## config.mk

```make
export PLATFORM = sky130hd
export DESIGN_NAME = nios_data_in
export DESIGN_NICKNAME = d
export VERILOG_FILES = /design/src/rtl/nios_data_in.sv
export SDC_FILE = /design/constraint.sdc
export NUM_CORES = 1
export LEC_CHECK = 0
export CAP_MARGIN = 10
export CORE_ASPECT_RATIO = 2
export CORE_MARGIN = 2
export CORE_UTILIZATION = 30
export CTS_BUF_LIST = sky130_fd_sc_hd__clkbuf_4 sky130_fd_sc_hd__clkbuf_8 sky130_fd_sc_hd__clkbuf_16
export CTS_CLUSTER_SIZE = 8
export DETAILED_ROUTE_END_ITERATION = 10
export PLACE_DENSITY = 0.66
export SLEW_MARGIN = 30
export SYNTH_ARGS = -nofsm -noshare
export SYNTH_HDL_FRONTEND = slang
export SYNTH_SLANG_ARGS = --single-unit
```

## constraint.sdc

```tcl
create_clock -name clk -period 4.13 [get_ports clk]
set_clock_uncertainty 0.2 [all_clocks]
set_input_delay 0.826 -clock clk [delete_from_list [all_inputs] [get_ports clk]]
set_output_delay 0.826 -clock clk [all_outputs]
set_load 0.02 [all_outputs]
```

## src/rtl/nios_data_in.sv

```systemverilog
// rtl/nios_data_in.sv - Avalon-MM parallel input port with synchronizer, edge capture and optional irq (NIOS_DATA_IN_IRQ_EN)
module nios_data_in #(
  parameter int WIDTH     = 12,
  parameter int EDGE_TYPE = 0
) (
  input  logic             clk,
  input  logic             reset,
  input  logic [1:0]       address,
  input  logic             chipselect,
  input  logic             write_n,
  input  logic [31:0]      writedata,
  input  logic [WIDTH-1:0] in_port,
`ifdef NIOS_DATA_IN_IRQ_EN
  output logic             irq,
`endif
  output logic [31:0]      readdata
);

  logic [WIDTH-1:0] r_s1;
  logic [WIDTH-1:0] r_s2;
  logic [WIDTH-1:0] r_d1;
  logic [1:0]       r_prime;
  logic [WIDTH-1:0] r_edgecap;
  logic [31:0]      r_readdata;
`ifdef NIOS_DATA_IN_IRQ_EN
  logic [WIDTH-1:0] r_irqmask;
`endif

  logic             w_wr;
  logic             w_rd;
  logic [WIDTH-1:0] w_edge_raw;
  logic [WIDTH-1:0] w_edge;
  logic [WIDTH-1:0] w_clr;
  logic [31:0]      w_rd_mux;
  logic             w_unused_wdata;

  assign w_wr = chipselect & ~write_n;
  assign w_rd = chipselect & write_n;

  // Upper writedata bits beyond WIDTH have no destination.
  assign w_unused_wdata = ^writedata;

  // Two-flop synchronizer plus one delayed copy for edge detection.
  always_ff @(posedge clk or posedge reset) begin
    if (reset) begin
      r_s1 <= '0;
      r_s2 <= '0;
      r_d1 <= '0;
    end else begin
      r_s1 <= in_port;
      r_s2 <= r_s1;
      r_d1 <= r_s2;
    end
  end

  // Warm-up counter: holds edge detection off until the chain is filled.
  always_ff @(posedge clk or posedge reset) begin
    if (reset) begin
      r_prime <= 2'd0;
    end else if (r_prime != 2'd3) begin
      r_prime <= r_prime + 2'd1;
    end
  end

  // Per-bit edge detection selected by EDGE_TYPE, gated by warm-up.
  always_comb begin
    w_edge_raw = '0;
    if (EDGE_TYPE == 0) begin
      w_edge_raw = r_s2 & ~r_d1;
    end else if (EDGE_TYPE == 1) begin
      w_edge_raw = ~r_s2 & r_d1;
    end else begin
      w_edge_raw = r_s2 ^ r_d1;
    end
    w_edge = (r_prime == 2'd3) ? w_edge_raw : '0;
  end

  assign w_clr = (w_wr && address == 2'd3) ? writedata[WIDTH-1:0] : '0;

  // Sticky capture with write-one-to-clear; a new edge beats a clear.
  always_ff @(posedge clk or posedge reset) begin
    if (reset) begin
      r_edgecap <= '0;
    end else begin
      r_edgecap <= (r_edgecap & ~w_clr) | w_edge;
    end
  end

`ifdef NIOS_DATA_IN_IRQ_EN
  // Interrupt mask register.
  always_ff @(posedge clk or posedge reset) begin
    if (reset) begin
      r_irqmask <= '0;
    end else if (w_wr && address == 2'd2) begin
      r_irqmask <= writedata[WIDTH-1:0];
    end
  end

  assign irq = |(r_edgecap & r_irqmask);
`endif

  // Read mux, zero-extended to the 32-bit bus.
  always_comb begin
    w_rd_mux = '0;
    case (address)
      2'd0: w_rd_mux[WIDTH-1:0] = r_s2;
`ifdef NIOS_DATA_IN_IRQ_EN
      2'd2: w_rd_mux[WIDTH-1:0] = r_irqmask;
`endif
      2'd3: w_rd_mux[WIDTH-1:0] = r_edgecap;
      default: w_rd_mux = '0;
    endcase
  end

  // Registered read data, loaded only on a read request.
  always_ff @(posedge clk or posedge reset) begin
    if (reset) begin
      r_readdata <= '0;
    end else if (w_rd) begin
      r_readdata <= w_rd_mux;
    end
  end

  assign readdata = r_readdata;

endmodule
```

==> results.py, run 1 <==
metrics = {
    "route": {
        "routed_wl_um": 4520,
        "ant_nets": 0,
        "first_pass_iters": 4,
        "drt_iter0_drc": 111,
        "via_count": 1394,
        "routedWlPerCell_um": 14.8,
        "vias_per_cell": 4.57,
        "route.detailed.drc": 0,
    },
    "clock_tree": {
        "clockBufferDepth": 2,
        "clk_pin_slew_ns": 0.05,
        "clk_latency_ns": 0.32,
        "root_buffer": "clkbuf_16",
        "cts_tree": "done",
        "postCtsHoldBufs": 0,
        "cts_max_level": 3,
        "cts_resized": 0,
        "clock-sinks": 62,
        "cts_made_buffers": 9,
        "cts_setup_buffers": 0,
    },
    "grt": {
        "grt_overflow_total": 0,
        "grt_pass1_vias": 1426,
        "track_usage": 0.120,
        "antenna_found_initial": 0,
        "grt_pass1_wl_um": 7330,
        "grt_max_degree": 39,
    },
    "final_layout": {
        "diodes": 0,
        "n_fill_cell": 758,
        "area_growth_pct": 30.2,
        "fin_nets": 260,
        "drive_above_1_share": 0.0995,
        "multi_input_area_um2": 588,
        "seqCellArea_um2": 1550,
    },
    "worst_setup_path": {
        "slowest_stage": "ha_1",
        "crit_required_ns": 4.13,
        "crit_path_end_kind": "register",
        "start_kind": "input pin",
        "worstPathMaxFanout": 24,
        "worstPathCellList": "clkdlybuf4s50_1, ha_1, nand4b_1, a32o_1",
        "path_class": "input pin to register",
        "crit_path_max_incr_delay_ns": 0.75,
        "worst_ep_arrival_time_ns": 2.51,
    },
    "placed_design": {
        "port_buffers": 41,
        "gp_congestion": 0.776,
        "dp_hpwl_um": 3030,
    },
    "sta": {
        "hold_viol": 0,
        "period_minus_slack_ns": 2.51,
        "fin_tns_setup_ns": 0,
        "rsz0062_at_grt": "no",
        "final_max_slew_viol_count": 0,
        "fmax_mhz": 399,
        "worst_slew_pin_slew_ns": 0.899,
        "fin_crit_sh": 0.607,
        "hold-worst-slack_ns": 0.144,
        "slew_headroom": 0.401,
        "setup_viol": 0,
    },
    "synthesis": {
        "yosysTopAreaCellShare": 0.674,
        "synth_xor_xnor_area_share": 0.00380,
        "synth-main-ff-cell": "dfrtp_1",
        "ys_warn_count": 0,
        "yosys.area.top_type": "dfrtp_1",
        "synth.most_common_cell": "dfrtp_1",
        "synth_edf_count": 0,
        "synth_area_leaders": "dfrtp_1 (67%), o2bb2ai_1 (7.6%), buf_4 (7.2%)",
        "synthMuxAreaShare": 0.00489,
        "async_flop_share": 1.00,
        "synth_cells": 161,
        "synth_commonest_cells": "dfrtp_1 (62), buf_4 (22), o2bb2ai_1 (20), a22oi_1 (12), nand4b_1 (12)",
        "synth_simple_gate_area_frac": 0.0652,
        "yosys.area_share.adder": 0.0163,
        "post_synth_num_cell_types": 15,
        "netlist_area_um2": 2300,
        "synth_top_family_by_area": "compound AO/OA/AOI/OAI gates",
        "synth_compound_area_frac": 0.133,
        "synth_seq_area_share": 0.674,
        "synth.ff_latch_count": 62,
        "synth_area_per_cell_um2": 14.3,
    },
    "floorplanning": {
        "start_util": 0.305,
        "die_w_um": 65.9,
        "fp.dieH_um": 128,
        "core_um2": 7540,
        "rows": 45,
        "dieArea_um2": 8430,
        "ios": 82,
    },
    "status": {
        "status": "finished clean",
    },
    "job": {
        "cap_viol_max_count": 0,
    },
    "worst_hold_path": {
        "hold_class": "register to register",
    },
    "pwr": {
        "powerDensity_nw_per_um2": 500,
        "ir_drop_v": 0.000197,
        "p_leak_uw": 0.00128,
    },
}
report_power, final:
| group | leakage [µW] | internal, µW | total, µW | switching [µW] |
|---|---|---|---|---|
| registers | 0.000709 | 647 | 666 | 19.7 |
| logic | 0.000428 | 69.0 | 147 | 77.8 |
| clock network | 0.000143 | 453 | 686 | 233 |
path summary, 6_finish.rpt:
check | depth (start not counted) | to | slack (ns) | from
min in group asynchronous | 2 | r_s1[5] | 0.77 | reset
max in group asynchronous | 3 | r_s1[7] | 2.15 | reset
max reg2reg | 2 | r_prime[1] | 2.49 | r_prime[0]
min | 0 | r_s2[9] | 0.14 | r_s1[9]
min reg2reg | 0 | r_s2[9] | 0.14 | r_s1[9]
max | 4 | r_edgecap[7] | 1.62 | address[0]
cell usage in the layout, fill, tap and decap left out, types with 2 or more instances in the layout:
cell type	Yosys	layout
clkdlybuf4s50_1	0	41
clkbuf_16	0	9
nand2_1	9	9
o2bb2ai_1	20	20
dfrtp_1	62	62
clkbuf_8	0	2
buf_4	22	3
a32o_1	4	4
clkbuf_4	0	3
conb_1	1	20
nand4b_1	12	12
inv_1	7	6
a22oi_1	12	12
ha_1	3	3
stage by stage:
step                utilization  instance area [µm²]  setup WS, ns  total power, µW  instances
floorplan                     -                 2370          1.56              766        180
global placement          0.360                 2720          1.31              822        290
detailed placement        0.360                 2720          1.27              824        290
CTS                       0.397                 3000          1.62             1520        305
global route              0.397                 3000          1.53             1560        305
finish                    0.397                 3000          1.62             1500        305
layer usage:
metal,vias to the layer above,track usage,share of wire
li1,630,-,-
met4,0,0.0696,0.030
met3,10,0.0404,0.067
met1,697,0.130,0.39
met2,57,0.200,0.52
met5,-,0,0
critical path: cells and delay by family:
family                   cells  cell delay [ns]
AND/OR/NAND/NOR              1             0.20
AO/OA/AOI/OAI                1             0.24
buffers and inverters        1             0.48
adder cells (fa/ha/maj)      1             0.75
state kept, by name, indices dropped and copies added, names as in the netlist:
name       count
r_s1          12
r_d1          12
r_s2          12
readdata      12
r_edgecap     12
r_prime        2
final cells by class:
| type | count | share of cell area |
|---|---|---|
| clock buffer | 14 | 0.0919 |
| clock inverter | 1 | 0.00167 |
| inverter | 7 | 0.00877 |
| multi-input combinational | 83 | 0.196 |
| sequential | 62 | 0.518 |
| tap | 94 | 0.0392 |
| timing repair buffer | 44 | 0.144 |
cell families (layout without fill, tap and decap cells):
family                     after synthesis  after routing
muxes                                    1              1
and+or+nand+nor                         22             22
xor gates and xnor gates                 1              1
AOI/OAI and AO/OA                       36             36
other                                    1             20
DFF                                     62             62
adders and majority gates                3              3
buffers and inverters                   35             66
Power figures use the tool's default switching activity.
==> inputs of run 2 (changes only) <==
Settings changed: PLACE_DENSITY 0.66 to 0.68.
Clock period 4.13 ns to 2.2 ns, I/O delays scaled along.
==> results.py, run 2 (synthesis gave the netlist of run 1 again) <==
metrics = {
    "status": {
        "status": "finished clean",
    },
    "worst_setup_path": {
        "crit_required_ns": 1.56,
        "worst-r2r-cell-count": 2,
        "r2r_end": "r_prime[1]",
        "crit_path_end": "readdata[10]",
        "cp_top_family": "buffers and inverters",
        "r2r_slack_ns": 0.56,
        "crit_path_end_kind": "primary output",
        "worstPathMaxFanout": 2,
        "critPathLaunch": "readdata[10]",
        "path_depth": 1,
        "worstPathCellList": "clkdlybuf4s50_1",
        "path_class": "register to primary output",
        "start_kind": "register",
        "worst_ep_arrival_time_ns": 1.29,
        "slowest_stage": "clkdlybuf4s50_1",
        "crit_buf_inv": 1,
        "crit_path_max_incr_delay_ns": 0.61,
        "timing.rr.start": "r_prime[0]",
    },
    "clock_tree": {
        "clk_pin_slew_ns": 0.05,
        "cts_resized": 0,
        "cts_tree": "done",
        "cts_max_level": 3,
        "clock-sinks": 62,
        "root_buffer": "clkbuf_16",
        "clk_latency_ns": 0.32,
        "cts_made_buffers": 9,
        "clockBufferDepth": 2,
        "cts_setup_buffers": 0,
        "postCtsHoldBufs": 0,
    },
    "sta": {
        "fin_crit_sh": 0.879,
        "rsz0062_at_grt": "no",
        "slew_headroom": 0.592,
        "fin_tns_setup_ns": 0,
        "period_minus_slack_ns": 1.93,
        "fmax_mhz": 517,
        "fin_ws_ns": 0.266,
        "worst_slew_pin_slew_ns": 0.611,
        "hold-worst-slack_ns": 0.140,
        "hold_viol": 0,
        "setup_viol": 0,
        "final_max_slew_viol_count": 0,
    },
    "pwr": {
        "ir_drop_v": 0.000412,
        "power.internal_uw": 2150,
        "powerDensity_nw_per_um2": 907,
        "p_leak_uw": 0.00131,
        "p_seq_frac": 0.452,
        "clkPwrFrac": 0.443,
        "fin_total_pwr_uw": 2770,
        "p_sw_uw": 613,
        "swShare": 0.222,
        "comb_power_share": 0.105,
    },
    "route": {
        "ant_nets": 0,
        "via_count": 1396,
        "drt_iter0_drc": 48,
        "first_pass_iters": 4,
        "vias_per_cell": 4.53,
        "routed_wl_um": 4520,
        "routedWlPerCell_um": 14.7,
        "route.detailed.drc": 0,
    },
    "final_layout": {
        "final_cell_mix": "dfrtp_1 (62), clkdlybuf4s50_1 (41), o2bb2ai_1 (20), conb_1 (20)",
        "fin_nets": 264,
        "area_growth_pct": 32.4,
        "n_fill_cell": 728,
        "layout_commonest_cell": "dfrtp_1",
        "drive_above_1_share": 0.112,
        "diodes": 0,
    },
    "placed_design": {
        "gp_congestion": 0.829,
        "dp_hpwl_um": 3060,
        "preCtsSetupSlack_ns": 0.133,
        "port_buffers": 41,
    },
    "grt": {
        "grt_pass1_wl_um": 7260,
        "track_usage": 0.123,
        "antenna_found_initial": 0,
        "grt_overflow_total": 0,
        "grt_pass1_vias": 1445,
        "grt_max_degree": 38,
    },
    "worst_hold_path": {
        "hold_class": "register to register",
        "holdPathStages": 0,
    },
    "floorplanning": {
        "start_util": 0.305,
        "die_w_um": 65.9,
        "rows": 45,
        "dieArea_um2": 8430,
        "ios": 82,
        "core_um2": 7540,
        "fp.dieH_um": 128,
    },
    "job": {
        "cap_viol_max_count": 0,
    },
}
run 2: cell count changes in the layout (fill, tap and decap cells not counted), sizes merged:
cell | previous run | this run
clkbuf | 14 | 12
clkinv | 1 | 2
buf | 3 | 7
run 2: per-layer routing:
layer	up-vias	global-route usage	routed length, µm
li1	640	-	-
met1	695	0.142	1770
met2	52	0.182	2330
met3	9	0.0272	260
met4	0	0.118	154
met5	-	0	0
run 2: per-stage QoR:
| stage | area, µm² | std cells | utilization |
|---|---|---|---|
| 2_1_floorplan | 2370 | 180 | - |
| 3_3_place_gp | 2780 | 294 | 0.369 |
| 3_5_place_dp | 2780 | 294 | 0.369 |
| 4_1_cts | 3050 | 308 | 0.404 |
| 5_1_grt | 3050 | 308 | 0.404 |
| 6_report | 3050 | 308 | 0.404 |
run 2: power by group through the flow:
stage	sequential, µW	combinational (µW)	clock [µW]
floorplan	1290	151	0
global placement	1270	293	0
CTS	1250	295	1270
detailed placement	1270	293	0
global route	1260	314	1330
finish	1250	290	1220
run 2: worst min-delay path by stage:
stage	slack, ns	startpoint	to
after floorplan	0.13	r_s1[0]	r_s2[0]
after global placement	0.13	r_s1[1]	r_s2[1]
after detailed placement	0.13	r_s1[3]	r_s2[3]
after CTS	0.14	r_s1[6]	r_s2[6]
after global routing	0.16	r_s1[8]	r_s2[8]
final	0.14	r_s1[6]	r_s2[6]
run 2: area by class of cell:
class | instances | area (µm²) | share of cell area
Sequential cell | 62 | 1550 | 0.509
Inverter | 7 | 26.3 | 0.00862
Timing Repair Buffer | 48 | 500 | 0.164
Tap cell | 94 | 118 | 0.0386
Clock inverter | 2 | 10.0 | 0.00328
Clock buffer | 12 | 254 | 0.0833
Multi-Input combinational cell | 83 | 588 | 0.193
